===== config.mk =====
export PLATFORM = sky130hd
export DESIGN_NAME = mack_dtack_gen
export DESIGN_NICKNAME = d
export VERILOG_FILES = /design/src/rtl/mack_dtack_gen.sv
export SDC_FILE = /design/constraint.sdc
export NUM_CORES = 1
export LEC_CHECK = 0
export ABC_AREA = 1
export CORE_AREA = 2 2 39 41
export CTS_BUF_LIST = sky130_fd_sc_hd__clkbuf_8
export DETAILED_ROUTE_END_ITERATION = 8
export DIE_AREA = 0 0 41 43
export PLACE_DENSITY = 0.6
export REMOVE_ABC_BUFFERS = 1
export SLEW_MARGIN = 20
export SYNTH_ARGS = -nofsm -noshare
export SYNTH_HDL_FRONTEND = slang
export SYNTH_SLANG_ARGS = --single-unit

===== constraint.sdc =====
create_clock -name clk_i -period 2.6 [get_ports clk_i]
set_input_delay 0.52 -clock clk_i [delete_from_list [all_inputs] [get_ports clk_i]]
set_output_delay 0.52 -clock clk_i [all_outputs]
set_load 0.005 [all_outputs]

===== src/rtl/mack_dtack_gen.sv =====
`default_nettype none
// ============================================================================
// Module   : mack_dtack_gen
// Brief    : 68000 bus-cycle terminator. It generates a wait-counted DTACK for
//            ROM and RAM, and passes through a synchronised peripheral DTACK.
//            Optional build macro MACK_BERR_EN adds a BERR watchdog.
// Revision : 1.0 - initial release
// ============================================================================
module mack_dtack_gen #(
  parameter int unsigned ROM_WAIT = 2,
  parameter int unsigned RAM_WAIT = 0
`ifdef MACK_BERR_EN
  ,
  parameter int unsigned TIMEOUT  = 64
`endif
) (
  input  logic clk_i,
  input  logic rst_i,
  input  logic as_i,
  input  logic romen_i,
  input  logic ramen_i,
  input  logic mfpen_i,
  input  logic duarten_i,
  input  logic dtack_in_i,
  output logic dtack_o,
  output logic berr_o
);

  typedef enum logic [1:0] {
    IDLE   = 2'd0,
    COUNT  = 2'd1,
    ACK    = 2'd2,
    PERIPH = 2'd3
  } state_t;

  state_t     state_q, state_d;
  logic [3:0] cnt_q, cnt_d;
  logic       s1_q, s2_q;
  logic       dtack_q, dtack_d;
  logic       dtack_raw;

  always_ff @(posedge clk_i or posedge rst_i) begin
    if (rst_i) begin
      s1_q <= 1'b1;
      s2_q <= 1'b1;
    end else begin
      s1_q <= dtack_in_i;
      s2_q <= s1_q;
    end
  end

  always_ff @(posedge clk_i or posedge rst_i) begin
    if (rst_i) begin
      state_q <= IDLE;
      cnt_q   <= 4'd0;
      dtack_q <= 1'b1;
    end else begin
      state_q <= state_d;
      cnt_q   <= cnt_d;
      dtack_q <= dtack_d;
    end
  end

  always_comb begin
    state_d   = state_q;
    cnt_d     = cnt_q;
    dtack_raw = 1'b1;
    case (state_q)
      IDLE: begin
        if (!as_i) begin
          // RAMEN overlaps other selects after boot, so it has lowest priority.
          if (!romen_i) begin
            state_d = COUNT;
            cnt_d   = 4'(ROM_WAIT);
          end else if (!mfpen_i || !duarten_i) begin
            state_d = PERIPH;
          end else if (!ramen_i) begin
            state_d = COUNT;
            cnt_d   = 4'(RAM_WAIT);
          end else begin
            state_d = PERIPH;
          end
        end
      end
      COUNT: begin
        if (as_i) begin
          state_d = IDLE;
          cnt_d   = 4'd0;
        end else if (cnt_q == 4'd0) begin
          state_d = ACK;
        end else begin
          cnt_d = cnt_q - 4'd1;
        end
      end
      ACK: begin
        if (as_i) state_d = IDLE;
      end
      PERIPH: begin
        if (as_i) state_d = IDLE;
      end
      default: begin
        state_d = IDLE;
        cnt_d   = 4'd0;
      end
    endcase

    // Registering s1 while in PERIPH makes dtack_q track s2 exactly.
    if (state_d == ACK) begin
      dtack_raw = 1'b0;
    end else if (state_d == PERIPH) begin
      dtack_raw = s1_q;
    end
  end

`ifdef MACK_BERR_EN
  logic [7:0] wd_q, wd_d;
  logic       berr_q, berr_d;
  logic       expire;

  always_ff @(posedge clk_i or posedge rst_i) begin
    if (rst_i) begin
      wd_q   <= 8'd0;
      berr_q <= 1'b1;
    end else begin
      wd_q   <= wd_d;
      berr_q <= berr_d;
    end
  end

  always_comb begin
    wd_d   = 8'd0;
    expire = 1'b0;
    berr_d = berr_q;
    if (state_q != IDLE) begin
      wd_d = (wd_q == 8'hFF) ? wd_q : wd_q + 8'd1;
    end
    // A DTACK falling on the expiry edge terminates the cycle instead.
    expire = (state_q != IDLE) && (state_d != IDLE) && berr_q && dtack_raw &&
             (wd_q == 8'(TIMEOUT - 1));
    if (state_d == IDLE) begin
      berr_d = 1'b1;
    end else if (expire) begin
      berr_d = 1'b0;
    end
    dtack_d = dtack_raw | ~berr_d;
  end

  assign berr_o = berr_q;
`else
  always_comb begin
    dtack_d = dtack_raw;
  end

  assign berr_o = 1'b1;
`endif

  assign dtack_o = dtack_q;

endmodule
`default_nettype wire


* After elaboration in Yosys (flattened, before gate mapping)
Cells that the tools add are included.
Word-level totals: latch bits 0, output and inout port bits 2, bits in registers 8, word-level logic and storage cells 39, memories 0, input port bits 8, RAM bits 0, bits in read-only memories 0
Operators by class: bitwise gates (word level) 0, muxes and demuxes 17, add/subtract/negate cells 1, shifts and indexed selects 0, eq/ne operators 9, multiply operators 0, divide/modulo/power cells 0, $lt $le $gt $ge 0, reductions and logical operators 8
Operators with widths (count):
- two-way mux 4 bit | 6
- two-way mux 2 bit | 7
- inequality test 3 bit, second input constant | 3
- == test 2 bit, second input constant | 4
- one-hot mux 4 bit (2 select lines) | 1
- one-hot mux 2 bit (3 select lines) | 1
- AND reduction 5 bit | 1
- logical NOT 4 bit | 1
- subtractor 4 x 1 -> 4 bit, second input constant | 1
- == test 2 x 1 -> 1 bit, second input constant | 1
- logical NOT 1 bit | 2
- logical NOT 2 bit | 1
- two-way mux 1 bit | 2
- inequality test 2 bit, second input constant | 1
- nonzero test 2 bit | 1
- OR reduction 2 bit | 1
- logical OR 1 bit | 1

* Longest topological paths before layout
Gate-level depths: netlist (run 1).
depth in word-level cells 9, gate-level depth with buffers 10, gate-level depth less buffers 10

* Least setup slack after synthesis (run 1)
OpenSTA, ideal clock, no wires.
path kind flip-flop to flip-flop, from register cnt_q[0], to register cnt_q[1], slack 1.405 ns, required time 2.483 ns, library setup time 0.117 ns, path buffers 0, arrival time 1.078 ns, stages on the path, launching flop included 10, clock period less this slack 1.195 ns, cell sequence dfrtp_1 inv_1 ha_1 inv_1 nor2_1 nand3_2 nand2_2 inv_2 nand3_1 nand2_1
Between the ends: word-level cells in the longest chain between the ends 4, elaborated cells on any way between the ends 7, classes of those cells add/sub (1); eq/ne (1); mux (3); reduce/logical (2)
RTL lines:
- from (decl) | RTL line 37 | logic [3:0] cnt_q, cnt_d;
- from (signal assigned) | RTL line 59 | cnt_q <= cnt_d;
- subtractor 4 x 1 -> 4 bit | RTL line 92 | cnt_d = cnt_q - 4'd1;
- two-way mux 4 bit | RTL line 89 | end else if (cnt_q == 4'd0) begin
- two-way mux 4 bit | RTL line 86 | if (as_i) begin
- one-hot mux 4 bit (2 select lines) | RTL line 68 | case (state_q)
Several ways; a longest one is shown, not always the timed one. The select of a mux whose other input is x is not followed. A chain may end at the register's enable or synchronous reset.

* Worst setup path in the final report (run 1)
from register dtack_q, in the netlist dtack_o, to output port dtack_o
RTL lines:
- from (decl) | RTL line 39 | logic dtack_q, dtack_d;
- from (signal assigned) | RTL line 60 | dtack_q <= dtack_d;
- to (decl) | RTL line 25 | output logic dtack_o,
No word-level cell between the ends.

==> results of run 1 <==
-- layout by cell type, fill, tap and decap left out --
| cell type | count |
|---|---|
| xnor2_1 | 1 |
| conb_1 | 1 |
| inv_2 | 2 |
| o21bai_1 | 1 |
| nor2_1 | 7 |
| o211ai_1 | 1 |
| dfstp_2 | 2 |
| clkbuf_8 | 3 |
| o21ai_0 | 1 |
| ha_1 | 2 |
| nand3_2 | 1 |
| a21oi_1 | 1 |
| nor2_4 | 1 |
| nand2_2 | 1 |
| dfrtp_1 | 6 |
| nand2_1 | 20 |
| nand3_1 | 7 |
| clkdlybuf4s50_1 | 8 |
| inv_1 | 8 |
| nand2_4 | 1 |
-- synth_stat cells --
library cell and instances:
nor2_4 1, buf_4 1, nand3_1 7, nand3_2 1
conb_1 1, ha_1 2, nand2_4 1, dfstp_2 2
o211ai_1 1, xnor2_1 1, nand2_1 20, dfrtp_1 6
nand2_2 1, inv_1 7, inv_2 2, a21oi_1 1
o21bai_1 1, o21ai_0 1, nor2_1 7
-- stage by stage --
stage          utilization, %  instances  cell area, um2  power [uW]
2_1_floorplan               -         63             474         456
3_3_place_gp             41.5         87             574         529
3_5_place_dp             41.5         87             574         530
4_1_cts                  44.8         91             619         683
5_1_grt                  44.8         91             619         743
6_report                 44.8         91             619         674
-- tightest hold or removal path: cells and delay by family (launching register included) --
family           cells  cell delay, ps
flip-flops           1             350
AND/OR/NAND/NOR      2             100
-- power by group --
group	switching, uW	internal [uW]	total [uW]
Clock	46.5	102	149
Sequential	41.8	183	225
Combinational	178	122	301
Total	267	407	674
-- cell families after synthesis --
| family | count (synthesis) | share of synthesized area, % |
|---|---|---|
| adders and majority gates | 2 | 5.19 |
| xor gates and xnor gates | 1 | 1.82 |
| DFF | 8 | 42.1 |
| and+or+nand+nor | 38 | 36.4 |
| AOI/OAI and AO/OA | 4 | 5.19 |
| buffers and inverters | 10 | 8.57 |
| other | 1 | 0.778 |
-- worst paths after layout --
| check | cells after the start | to | from |
|---|---|---|---|
| max | 1 | dtack_o | dtack_o |
| min | 2 | dtack_o | s1_q |
| max reg2reg | 9 | cnt_q[3] | cnt_q[0] |
| min reg2reg | 2 | dtack_o | s1_q |
| max in group asynchronous | 2 | dtack_o | rst_i |
| min in group asynchronous | 2 | cnt_q[3] | rst_i |
-- sequential cells by signal, summed over array words and instances, names as in the netlist --
signal,cells
cnt_q,4
dtack_o,1
s1_q,1
state_q,2
-- layout make-up --
class / instances / area, um2 / share of cell area (%)
Clock buffer: 3 / 41.3 / 6.67
Multi-Input combinational cell: 46 / 238 / 38.4
Sequential cell: 8 / 203 / 32.7
Timing Repair Buffer: 8 / 80.1 / 12.9
Inverter: 9 / 33.8 / 5.45
Tap cell: 16 / 20.0 / 3.23
Clock inverter: 1 / 3.75 / 0.606
-- routing by layer --
layer  share of wire [%]  up-vias  routed length, um  GRT usage, %
li1                    -      219                  -             -
met1                  50      163                389          14.5
met2                  46        4                352          16.3
met3                 2.8        2                 22          3.14
met4                 1.0        0                  8          12.0
met5                   0        -                  0             0
==> results.yml, run 1 <==
synth:
  syn_avg_cell_area_um2: 7.53
  yosysTopAreaCell: "dfrtp_1"
  synth_top_cell_area_share_pct: 31.2
  synthCells: 64
  ys_top_cells_by_area: "dfrtp_1 31%, nand2_1 16%, dfstp_2 11%"
  ys_seq_area_share_pct: 42.1
  synth_area_um2: 482
  ys_warn_count: 0
  ys_ff_latch: 8
  ys_types: 19
drt:
  drtIter0Drc: 4
  wl_per_cell_um: 8.48
  dr_total_vias: 388
  first_pass_iters: 4
  remaining_drc_errors: 0
  drt-total-wl_um: 772
  antenna_left: 0
  vias_per_cell: 4.26
floorplan:
  rows: 14
  ios: 10
  die_y_um: 43
  core_um2: 1380
  initial_core_util_pct: 34.8
  die_w_um: 41
  dieArea_um2: 1760
cts:
  ctsResizeCount: 0
  clk_latency_ps: 230
  cts_max_path_buffers: 2
  cts_setup_buffers: 0
  clk_pin_slew_ps: 40
  cts_hold_buf: 0
  cts_tree: "built"
  cts_sinks: 8
  htree_levels: 1
  cts_buffers: 3
  root_buffer: "clkbuf_8"
cells_and_area:
  synthToLayoutAreaGrowth_pct: 28.6
  diodes: 0
  drive_gt1_share_pct: 14.7
  nNetsFinal: 86
  fillCellCount: 138
critical_path:
  critPathTopFamily: "flip-flops"
  crit_chain: "clkdlybuf4s50_1"
  crit_type: "register to primary output"
  endpoint_kind: "primary output"
  crit_path_max_fanout: 1
  worst_setup_path_start_kind: "register"
  critPathMaxStageDelay_ps: 500
  arrival_ps: 1210
  required_ps: 2080
  reg2reg_slack_ps: 1280
  slowest_stage: "dfstp_2"
  critPathBufInv: 1
sta:
  whs_ps: 455
  period_needed_ps: 1730
  maxClockFrequency_mhz: 577
  fin_ws_ps: 867
  grt_setup_unrepaired: "no"
  finClkSkew_ps: 3.42
  finalHoldViolCount: 0
  finalCritPeriodShare_pct: 66.6
  maxSlewViolCount: 0
  setup_viol: 0
  setup_tns_ps: 0
placed_design:
  routabilityCongestion: 0.717
  place_ws_ps: 931
  io_buffers: 8
  place_hpwl_um: 631
pwr:
  p_leak_uw: 0.000316
  p_per_area_nw_per_um2: 1090
  ir_drop_v: 0.000359
grt:
  gr-total-overflow: 0
  grt_pass1_vias: 365
  track_usage_pct: 12.1
  antenna_found_initial: 0
  grt_max_degree: 9
  grt_pass1_wl_um: 1370
job:
  drv_cap: 0
min_path:
  worst_hold_path_type: "register to register"
run_status:
  status: "completed"
Power figures use the tool's default switching activity.
==> inputs of run 2 (changes only) <==
==> constraint.sdc (replaced) <==
create_clock -name clk_i -period 1.6 [get_ports clk_i]
set_input_delay 0.32 -clock clk_i [delete_from_list [all_inputs] [get_ports clk_i]]
set_output_delay 0.32 -clock clk_i [all_outputs]
set_load 0.005 [all_outputs]
==> run 2 against run 1 <==
Compared with the run above:
- flip-flop and latch count unchanged
- core utilization did not move
- worst setup slack lost 800 ps
- sequential power rose by 64%
- total power up 64%
- non-clock buffer count stayed put
- clock skew increased by 4.3 ps
- die area did not move
- cell area unchanged
- critical path depth unchanged
- highest routed layer unchanged
- cell count unchanged
- via count up 6.7%
==> results.yml, run 2 (synthesized netlist as in run 1, its figures left out) <==
cts:
  cts_max_path_buffers: 2
  clk_latency_ps: 230
  htree_levels: 1
  root_buffer: "clkbuf_8"
  cts_buffers: 3
  cts_setup_buffers: 0
  cts_tree: "built"
  ctsResizeCount: 0
  cts_hold_buf: 0
  clk_pin_slew_ps: 40
  cts_sinks: 8
drt:
  drt-total-wl_um: 829
  dr_total_vias: 414
  antenna_left: 0
  remaining_drc_errors: 0
  wl_per_cell_um: 9.11
  first_pass_iters: 4
  drtIter0Drc: 3
  vias_per_cell: 4.55
critical_path:
  arrival_ps: 1220
  reg2reg_to: "cnt_q[1]"
  critPathTopFamily: "flip-flops"
  required_ps: 1280
  reg2reg_slack_ps: 270
  critPathBufInv: 1
  r2r_cells: 9
  slowest_stage: "dfstp_2"
  r2r-start: "cnt_q[0]"
  critPathMaxStageDelay_ps: 510
  crit_chain: "clkdlybuf4s50_1"
  crit_type: "register to primary output"
  worst_setup_path_start_kind: "register"
  crit_path_max_fanout: 1
  endpoint_kind: "primary output"
grt:
  grt_pass1_wl_um: 1430
  grt_max_degree: 9
  gr-total-overflow: 0
  antenna_found_initial: 0
  grt_pass1_vias: 373
  track_usage_pct: 12.9
placed_design:
  routabilityCongestion: 0.715
  io_buffers: 8
  dp.cells: 87
  place_hpwl_um: 684
  place_ws_ps: 132
cells_and_area:
  reg.largest.list: "cnt_q (4), state_q (2)"
  final_common_cell: "nand2_1"
  final_cells: 91
  synthToLayoutAreaGrowth_pct: 28.6
  drive_gt1_share_pct: 14.7
  diodes: 0
  nNetsFinal: 86
  regMostFlops: "cnt_q"
  final_util_pct: 44.8
  final_cell_mix: "20 x nand2_1, 8 x inv_1, 8 x clkdlybuf4s50_1"
  largest_register_ffs: 4
floorplan:
  dieArea_um2: 1760
  die_w_um: 41
  core_um2: 1380
  initial_core_util_pct: 34.8
  die_y_um: 43
  ios: 10
  rows: 14
job:
  drv_cap: 0
sta:
  finalHoldViolCount: 0
  maxSlewViolCount: 0
  setup_tns_ps: 0
  finalCritPeriodShare_pct: 96.1
  fin_ws_ps: 62.7
  maxClockFrequency_mhz: 651
  setup_viol: 0
  grt_setup_unrepaired: "no"
  finClkSkew_ps: 7.73
  period_needed_ps: 1540
pwr:
  p_per_area_nw_per_um2: 1780
  p_leak_uw: 0.000316
  finalPower_uw: 1100
  ir_drop_v: 0.000648
run_status:
  status: "completed"
min_path:
  worst_hold_path_type: "input port to asynchronous set/reset pin"
==> run 2: cell counts in the layout (fill, tap and decap cells not counted) <==
Identical to the previous run, type by type.
==> run 2: cell type report <==
type / count / area [um2]
flip-flops and latches: 8 / 203
well taps: 16 / 20.0
repair buffers: 8 / 80.1
fillers: 143 / 764
multi-input cells: 46 / 238
inverters: 9 / 33.8
clock buffers: 3 / 41.3
clock inverters: 1 / 3.75
==> run 2: worst max-delay path by stage <==
stage               from        to  slack, ps  cells past startpoint
2_1_floorplan   cnt_q[0]  cnt_q[1]        410                      9
3_3_place_gp   duarten_i  cnt_q[1]        150                      8
3_5_place_dp        as_i  cnt_q[1]        130                      6
4_1_cts          dtack_o   dtack_o         50                      1
5_1_grt          dtack_o   dtack_o         30                      1
6_report         dtack_o   dtack_o         60                      1
==> run 2: stage by stage <==
stage / area, um2 / hold slack (ps)
2_1_floorplan: 474 / 134
3_3_place_gp: 574 / 445
3_5_place_dp: 574 / 445
4_1_cts: 619 / 334
5_1_grt: 619 / 374
6_report: 619 / 326
==> run 2: power breakdown <==
group          internal, uW  switching, uW  leakage, uW
registers               297           70.9    0.0000999
logic                   199            290     0.000189
clock network           166           80.3    0.0000269
total                   663            441     0.000316
==> run 2: layer usage <==
layer  up-vias  track usage, %  part of all wire, %
met4         0            14.0                  5.3
met3         5            3.14                  4.3
met1       181            15.7                   47
met5         -               0                    0
li1        219               -                    -
met2         9            16.6                   43
==> run 2: worst register-to-register path, stage by stage (launching register included) <==
cell	delay, ps
dfrtp_1	390
inv_1	120
ha_1	160
inv_1	40
nor2_1	140
nand3_2	110
nand2_2	70
inv_2	60
nand3_1	70
nand2_1	60
